[config.mk]
export PLATFORM = sky130hd
export DESIGN_NAME = useq_ctrl_flat
export DESIGN_NICKNAME = d
export VERILOG_FILES = /design/src/rtl/useq_pkg.sv /design/src/rtl/useq_if.sv /design/src/rtl/useq_stack.sv /design/src/rtl/useq_ctrl.sv /design/src/flat_wrapper.sv
export SDC_FILE = /design/constraint.sdc
export NUM_CORES = 1
export LEC_CHECK = 0
export CORE_MARGIN = 4
export CORE_UTILIZATION = 55
export DETAILED_ROUTE_END_ITERATION = 10
export DONT_BUFFER_PORTS = 1
export PLACE_DENSITY_LB_ADDON = 0.1
export SLEW_MARGIN = 20
export SYNTH_ARGS = -nofsm -noshare
export SYNTH_HDL_FRONTEND = slang
export SYNTH_SLANG_ARGS = --single-unit
[constraint.sdc]
create_clock -name clk -period 2.95 [get_ports clk]
set_clock_uncertainty 0.2 [all_clocks]
set_input_delay 0.295 -clock clk [delete_from_list [all_inputs] [get_ports clk]]
set_output_delay 0.295 -clock clk [all_outputs]
set_load 0.02 [all_outputs]
[src/rtl/useq_pkg.sv]
`default_nettype none
// +--------------------------------------------------------------------+
// | useq_pkg : op/state encodings and default sizes for useq_ctrl       |
// | Rev 1.0                                                             |
// +--------------------------------------------------------------------+
package useq_pkg;

  localparam int AW_DEF = 11;
  localparam int SD_DEF = 4;
  localparam int CW_DEF = 8;

  typedef logic [2:0] op_t;

  localparam op_t OP_NEXT  = 3'd0;
  localparam op_t OP_JMP   = 3'd1;
  localparam op_t OP_CJMP  = 3'd2;
  localparam op_t OP_CALL  = 3'd3;
  localparam op_t OP_RET   = 3'd4;
  localparam op_t OP_LDCNT = 3'd5;
  localparam op_t OP_LOOP  = 3'd6;
  localparam op_t OP_RPT2  = 3'd7;

  localparam logic [1:0] ST_IDLE  = 2'd0;
  localparam logic [1:0] ST_RUN   = 2'd1;
  localparam logic [1:0] ST_FAULT = 2'd2;

endpackage
`default_nettype wire

[src/rtl/useq_if.sv]
`default_nettype none
// +--------------------------------------------------------------------+
// | useq_if : microinstruction-register side bundle of the sequencer   |
// | Rev 1.0                                                             |
// +--------------------------------------------------------------------+
interface useq_if #(
  parameter int AW = 11,
  parameter int SD = 4,
  parameter int CW = 8
);
  localparam int SPW = $clog2(SD + 1);

  logic           start;
  logic           adv;
  logic [2:0]     op;
  logic [AW-1:0]  br_addr;
  logic           cond;
  logic [CW-1:0]  cnt_val;
  logic           clr_err;
  logic [AW-1:0]  upc;
  logic           running;
  logic           fault;
  logic [SPW-1:0] sp;

  modport master (
    output start, adv, op, br_addr, cond, cnt_val, clr_err,
    input  upc, running, fault, sp
  );

  modport slave (
    input  start, adv, op, br_addr, cond, cnt_val, clr_err,
    output upc, running, fault, sp
  );
endinterface
`default_nettype wire

[src/rtl/useq_stack.sv]
`default_nettype none
// +--------------------------------------------------------------------+
// | useq_stack : SD-entry return-address LIFO, async reset to empty     |
// | Rev 1.0                                                             |
// +--------------------------------------------------------------------+
module useq_stack #(
  parameter int AW  = 11,
  parameter int SD  = 4,
  parameter int SPW = $clog2(SD + 1)
) (
  input  wire logic           clk,
  input  wire logic           rst,
  input  wire logic           i_push,
  input  wire logic           i_pop,
  input  wire logic           i_clr,
  input  wire logic [AW-1:0]  i_din,
  output      logic [AW-1:0]  o_top,
  output      logic           o_full,
  output      logic           o_empty,
  output      logic [SPW-1:0] o_sp
);
  localparam int IW = (SD > 1) ? $clog2(SD) : 1;

  logic [AW-1:0]  r_mem [SD];
  logic [SPW-1:0] r_sp;
  logic [IW-1:0]  w_wr_idx;
  logic [IW-1:0]  w_rd_idx;

  assign w_wr_idx = IW'(r_sp);
  assign w_rd_idx = IW'(r_sp - SPW'(1));

  always_ff @(posedge clk or posedge rst) begin
    if (rst) begin
      r_sp <= '0;
      for (int i = 0; i < SD; i++) r_mem[i] <= '0;
    end else if (i_clr) begin
      r_sp <= '0;
    end else if (i_push) begin
      r_mem[w_wr_idx] <= i_din;
      r_sp            <= r_sp + SPW'(1);
    end else if (i_pop) begin
      r_sp <= r_sp - SPW'(1);
    end
  end

  assign o_top   = r_mem[w_rd_idx];
  assign o_full  = (r_sp == SPW'(SD));
  assign o_empty = (r_sp == '0);
  assign o_sp    = r_sp;
endmodule
`default_nettype wire

[src/rtl/useq_ctrl.sv]
`default_nettype none
// +--------------------------------------------------------------------+
// | useq_ctrl : micro-PC sequencer (branch/call/loop/rewind) with FSM  |
// | Rev 1.0                                                             |
// +--------------------------------------------------------------------+
module useq_ctrl
  import useq_pkg::*;
#(
  parameter int AW = AW_DEF,
  parameter int SD = SD_DEF,
  parameter int CW = CW_DEF
) (
  input wire logic clk,
  input wire logic rst,
  useq_if.slave    bus
);
  localparam int SPW = $clog2(SD + 1);

  logic [1:0]     r_state;
  logic [1:0]     w_state_nxt;
  logic [AW-1:0]  r_upc;
  logic [AW-1:0]  w_upc_nxt;
  logic [AW-1:0]  w_upc_inc;
  logic [AW-1:0]  w_top;
  logic [CW-1:0]  r_cnt;
  logic [CW-1:0]  w_cnt_nxt;
  logic           w_exec;
  logic           w_push;
  logic           w_pop;
  logic           w_clr;
  logic           w_full;
  logic           w_empty;
  logic           w_ovf;
  logic           w_unf;
  logic [SPW-1:0] w_sp;

  assign w_exec    = (r_state == ST_RUN) && bus.adv;
  assign w_upc_inc = r_upc + AW'(1);
  assign w_ovf     = w_exec && (bus.op == OP_CALL) && w_full;
  assign w_unf     = w_exec && (bus.op == OP_RET) && w_empty;

  always_ff @(posedge clk or posedge rst) begin
    if (rst) r_state <= ST_IDLE;
    else     r_state <= w_state_nxt;
  end

  always_comb begin
    w_state_nxt = r_state;
    case (r_state)
      ST_IDLE:  if (bus.start) w_state_nxt = ST_RUN;
      ST_RUN:   if (w_ovf || w_unf) w_state_nxt = ST_FAULT;
      ST_FAULT: if (bus.clr_err) w_state_nxt = ST_IDLE;
      default:  w_state_nxt = ST_IDLE;
    endcase
  end

  always_comb begin
    bus.running = (r_state == ST_RUN);
    bus.fault   = (r_state == ST_FAULT);
  end

  // Stack faults leave upc/cnt/stack untouched: the guarded arms below simply don't fire.
  always_comb begin
    w_upc_nxt = r_upc;
    w_cnt_nxt = r_cnt;
    w_push    = 1'b0;
    w_pop     = 1'b0;
    w_clr     = 1'b0;
    if ((r_state == ST_FAULT) && bus.clr_err) begin
      w_upc_nxt = '0;
      w_cnt_nxt = '0;
      w_clr     = 1'b1;
    end else if (w_exec) begin
      case (bus.op)
        OP_JMP:  w_upc_nxt = bus.br_addr;
        OP_CJMP: w_upc_nxt = bus.cond ? bus.br_addr : w_upc_inc;
        OP_CALL: begin
          if (!w_full) begin
            w_push    = 1'b1;
            w_upc_nxt = bus.br_addr;
          end
        end
        OP_RET: begin
          if (!w_empty) begin
            w_pop     = 1'b1;
            w_upc_nxt = w_top;
          end
        end
        OP_LDCNT: begin
          w_cnt_nxt = bus.cnt_val;
          w_upc_nxt = w_upc_inc;
        end
        OP_LOOP: begin
          if (r_cnt != '0) begin
            w_cnt_nxt = r_cnt - CW'(1);
            w_upc_nxt = bus.br_addr;
          end else begin
            w_upc_nxt = w_upc_inc;
          end
        end
        OP_RPT2: w_upc_nxt = r_upc - AW'(2);
        default: w_upc_nxt = w_upc_inc;
      endcase
    end
  end

  always_ff @(posedge clk or posedge rst) begin
    if (rst) begin
      r_upc <= '0;
      r_cnt <= '0;
    end else begin
      r_upc <= w_upc_nxt;
      r_cnt <= w_cnt_nxt;
    end
  end

  useq_stack #(
    .AW  (AW),
    .SD  (SD),
    .SPW (SPW)
  ) u_stack (
    .clk     (clk),
    .rst     (rst),
    .i_push  (w_push),
    .i_pop   (w_pop),
    .i_clr   (w_clr),
    .i_din   (w_upc_inc),
    .o_top   (w_top),
    .o_full  (w_full),
    .o_empty (w_empty),
    .o_sp    (w_sp)
  );

  assign bus.upc = r_upc;
  assign bus.sp  = w_sp;
endmodule
`default_nettype wire

[src/flat_wrapper.sv]
// flat-port wrapper written by rule: the top's interface ports become plain ports
module useq_ctrl_flat import useq_pkg::*;
#(
  parameter int AW = AW_DEF,
  parameter int SD = SD_DEF,
  parameter int CW = CW_DEF
)
  (clk, rst, bus_start, bus_adv, bus_op, bus_br_addr, bus_cond, bus_cnt_val, bus_clr_err, bus_upc, bus_running, bus_fault, bus_sp);
  useq_if #(.AW(AW), .SD(SD), .CW(CW)) bus_i ();
  input wire logic clk;
  input wire logic rst;
  input wire logic [$bits(bus_i.start)-1:0] bus_start;
  input wire logic [$bits(bus_i.adv)-1:0] bus_adv;
  input wire logic [$bits(bus_i.op)-1:0] bus_op;
  input wire logic [$bits(bus_i.br_addr)-1:0] bus_br_addr;
  input wire logic [$bits(bus_i.cond)-1:0] bus_cond;
  input wire logic [$bits(bus_i.cnt_val)-1:0] bus_cnt_val;
  input wire logic [$bits(bus_i.clr_err)-1:0] bus_clr_err;
  output wire logic [$bits(bus_i.upc)-1:0] bus_upc;
  output wire logic [$bits(bus_i.running)-1:0] bus_running;
  output wire logic [$bits(bus_i.fault)-1:0] bus_fault;
  output wire logic [$bits(bus_i.sp)-1:0] bus_sp;
  assign bus_i.start = bus_start;
  assign bus_i.adv = bus_adv;
  assign bus_i.op = bus_op;
  assign bus_i.br_addr = bus_br_addr;
  assign bus_i.cond = bus_cond;
  assign bus_i.cnt_val = bus_cnt_val;
  assign bus_i.clr_err = bus_clr_err;
  assign bus_upc = bus_i.upc;
  assign bus_running = bus_i.running;
  assign bus_fault = bus_i.fault;
  assign bus_sp = bus_i.sp;
  useq_ctrl #(.AW(AW), .SD(SD), .CW(CW)) u_core (.clk(clk), .rst(rst), .bus(bus_i));
endmodule
==> summary.txt <==
Status = finished, final reports clean
FFs w/ async S/R, synth = 100%
Synth cell types = 65
Worst hold path endpoint = u_core.r_cnt[0]
FMAX = 401 MHz
Commonest non-fill, non-tap cell in the layout = dfrtp_1
Inserted Clock Buffers = 9
Clk network pwr share = 19.0%
Worst r2r src = u_core.bus.upc[2]
Netlist Area Pre-Place = 4000 um^2
Critical path data required time = 2990 ps
Layout cells sized above 1 = 12.8%
Final Util = 63.7%
Die W = 93.2 um
Number of I/O port buffers = 0
Core ar. = 6910 um^2
Met3 usage = 4.51%
WP data arrival = 2530 ps
Total track usage = 24.2%
Final period utilization = 84.5%
Fill cells = 595
Die area = 8690 um^2
Clk root buf = clkbuf_8
Clk buf depth = 2
Dpl hpwl = 6950 um
Antenna diode count = 0
Post-route DRC = 0
RSZ-0062 raised after global routing = false
Clock-pin slew on the worst setup and hold paths = 90 ps
First-pass GRT wire length = 16,300 um
Pwr Density = 991 nW/um^2
Cell depth of the worst flop-to-flop path = 6
Worst slack, placed = 512 ps
Routed WL per cell = 18.5 um
Reg2reg end = u_core.bus.upc[9]
Gr ovfl total = 0
Leak = 1.87 nW
Max VDD drop = 604 uV
I/O Pins = 44
Seq/Total Area, Yosys = 42.6%
EDFF count, synth = 0
YS warnings = 0
Sw Ratio = 42.2%
Critical path's largest stage delay = 560 ps
Worst Max-Slew Pin Slew = 634 ps
Setup CP Type = flop to flop
Max Slew Vio Count = 0
Vias in the first global route = 3,182
FP Rows = 30
Largest net degree at the start of global routing = 31
Commonest non-fill, non-tap cells in the layout = dfrtp_1 (68), nand2_1 (62), o21ai_0 (56)
Relative slew slack = 57.6%
Hold path start = bus_op[2]
Reg power frac = 42.3%
M1 GR Usage = 34.8%
Crit. End Element = flop
CTS tree = done
Met2 global-route usage = 37.4%
Syn_area_per_cell = 9.60 um^2
Clock sink count = 68
Register bit count reported by yosys = 68
Chip Height = 93.2 um
Post-layout net count = 462
Initial Utilization = 57.8%
Total Power = 0.00436 W
Final Hold Fails = 0
Switch Pwr = 0.00184 W
Post-Synthesis Cells = 416
Worst skew pair latency = 350 ps
Max-cap viol count = 0
H-tree depth = 3
Number of setup buffers added after CTS = 0
Fin crit period = 2490 ps
Hold depth = 2
R2R Setup Slk = 460 ps
Comb pwr share = 38.8%
Final setup fails = 0
Fin Hold WS = 10.2 ps
Global route hottest layer = met2
Initial antenna violation count = 0
CP Max Fanout = 9
Vias per cell = 6.04
CP startpoint = u_core.bus.upc[2]
TNS Setup = 0 ps
Top FF cell, synth = dfrtp_1
Worst Hold Class = primary input to flop
Final WL = 9710 um
Routability cong. = 0.922
1st-pass router iterations = 4
Slowest cell on the critical path = dfrtp_1
Routed via count = 3,170
Initial DRC Count = 293
Post-DRT Antenna Nets = 0
Post-route worst setup slack = 458 ps
CP cell instances = inv_1 > ha_1 > or4b_1 > nor4_1 > o21ai_0 > a32o_1
Internal power = 0.00252 W
Area Overhead vs Synth = 10.2%
Syn Nets = 454
Startpoint Class = flop
[critical path, delay by kind of cell, from the launching register on]
family,cells,cell delay [ps]
AO/OA/AOI/OAI,2,440
buffers and inverters,1,140
AND/OR/NAND/NOR,2,830
flip-flops,1,560
adder cells (fa/ha/maj),1,210
[worst max-delay path by stage]
stage          cells after the start  slack, ps           endpoint
2_1_floorplan                      9        160  u_core.bus.upc[1]
6_report                           6        460  u_core.bus.upc[9]
5_1_grt                            7        380  u_core.bus.upc[2]
3_5_place_dp                       6        510  u_core.bus.upc[9]
4_1_cts                            6        480  u_core.bus.upc[9]
3_3_place_gp                       6        550  u_core.bus.upc[9]
[cell type report]
class	count	area, um^2	area share [%]
Multi-Input combinational cell	308	2100	47.7
Sequential cell	68	1700	38.7
Timing Repair Buffer	26	233	5.29
Clock buffer	9	124	2.81
Tap cell	96	120	2.73
Clock inverter	7	83.8	1.90
Inverter	11	41.3	0.938
[through the flow]
step | area, um^2 | cells
after global routing | 4400 | 525
after detailed placement | 4040 | 494
after global placement | 4040 | 494
after floorplan | 4000 | 416
final | 4400 | 525
after CTS | 4400 | 525
[kinds of logic (layout without fill, tap and decap cells)]
group                    after synthesis  in the layout  synth area share [%]
AO/OA/AOI/OAI                        115            115                  18.1
XOR/XNOR                              20             20                  4.38
adder cells (fa/ha/maj)               10             10                  3.13
buffers and inverters                 40             53                  4.89
flip-flops                            68             68                  42.6
multiplexers                          15             15                  7.30
AND/OR/NAND/NOR                      148            148                  19.6
[registers in the layout (all words and copies together), names as in the netlist]
register,cells
u_core.r_state,2
u_core.u_stack.o_sp,3
u_core.u_stack.r_mem,44
u_core.bus.upc,11
u_core.r_cnt,8
[Yosys cell counts (2+ instances only)]
library cell	instances	share of area, %
a211o_1	2	0.44
a211oi_1	2	0.38
a21o_1	4	0.75
a21oi_1	18	2.3
a221oi_1	5	1.1
a22oi_1	2	0.38
a31oi_1	4	0.63
a32o_1	2	0.50
and2_1	3	0.47
and3_1	4	0.63
and3b_1	2	0.44
buf_2	12	1.5
buf_6	4	1.1
clkbuf_1	13	1.2
dfrtp_1	68	43
ha_1	10	3.1
inv_1	10	0.94
mux2_2	3	0.85
mux4_2	11	6.2
nand2_1	62	5.8
nand2b_1	7	1.1
nand3_1	18	2.3
nand3b_1	3	0.56
nand4_1	2	0.31
nor2_1	15	1.4
nor2b_1	3	0.47
nor2b_4	2	0.69
nor3_1	6	0.75
nor3b_1	3	0.56
nor4_1	4	0.63
o2111ai_1	2	0.44
o211ai_1	3	0.56
o21ai_0	56	7.0
or4_1	2	0.38
xnor2_1	11	2.4
xor2_1	9	2.0
[power by group through the flow]
| stage | sequential (W) | combinational [W] | clock (W) |
|---|---|---|---|
| floorplan | 0.00171 | 0.00139 | 0 |
| global placement | 0.00184 | 0.00161 | 0 |
| detailed placement | 0.00185 | 0.00166 | 0 |
| CTS | 0.00184 | 0.00168 | 0.000838 |
| global route | 0.00190 | 0.00189 | 0.000888 |
| finish | 0.00184 | 0.00169 | 0.000827 |
[timing repair]
| item | CTS | global route |
|---|---|---|
| gates resized for setup | 0 | 0 |
| endpoints found under the hold margin | 40 | 0 |
| hold buffers | 15 | 0 |
| setup endpoints to repair | 0 | 0 |
[routing by layer]
layer,vias to the layer above,wire length (um)
li1,1517,-
met4,0,87
met5,-,0
met2,106,4500
met1,1537,4500
met3,10,619
Power figures use the tool's default switching activity.
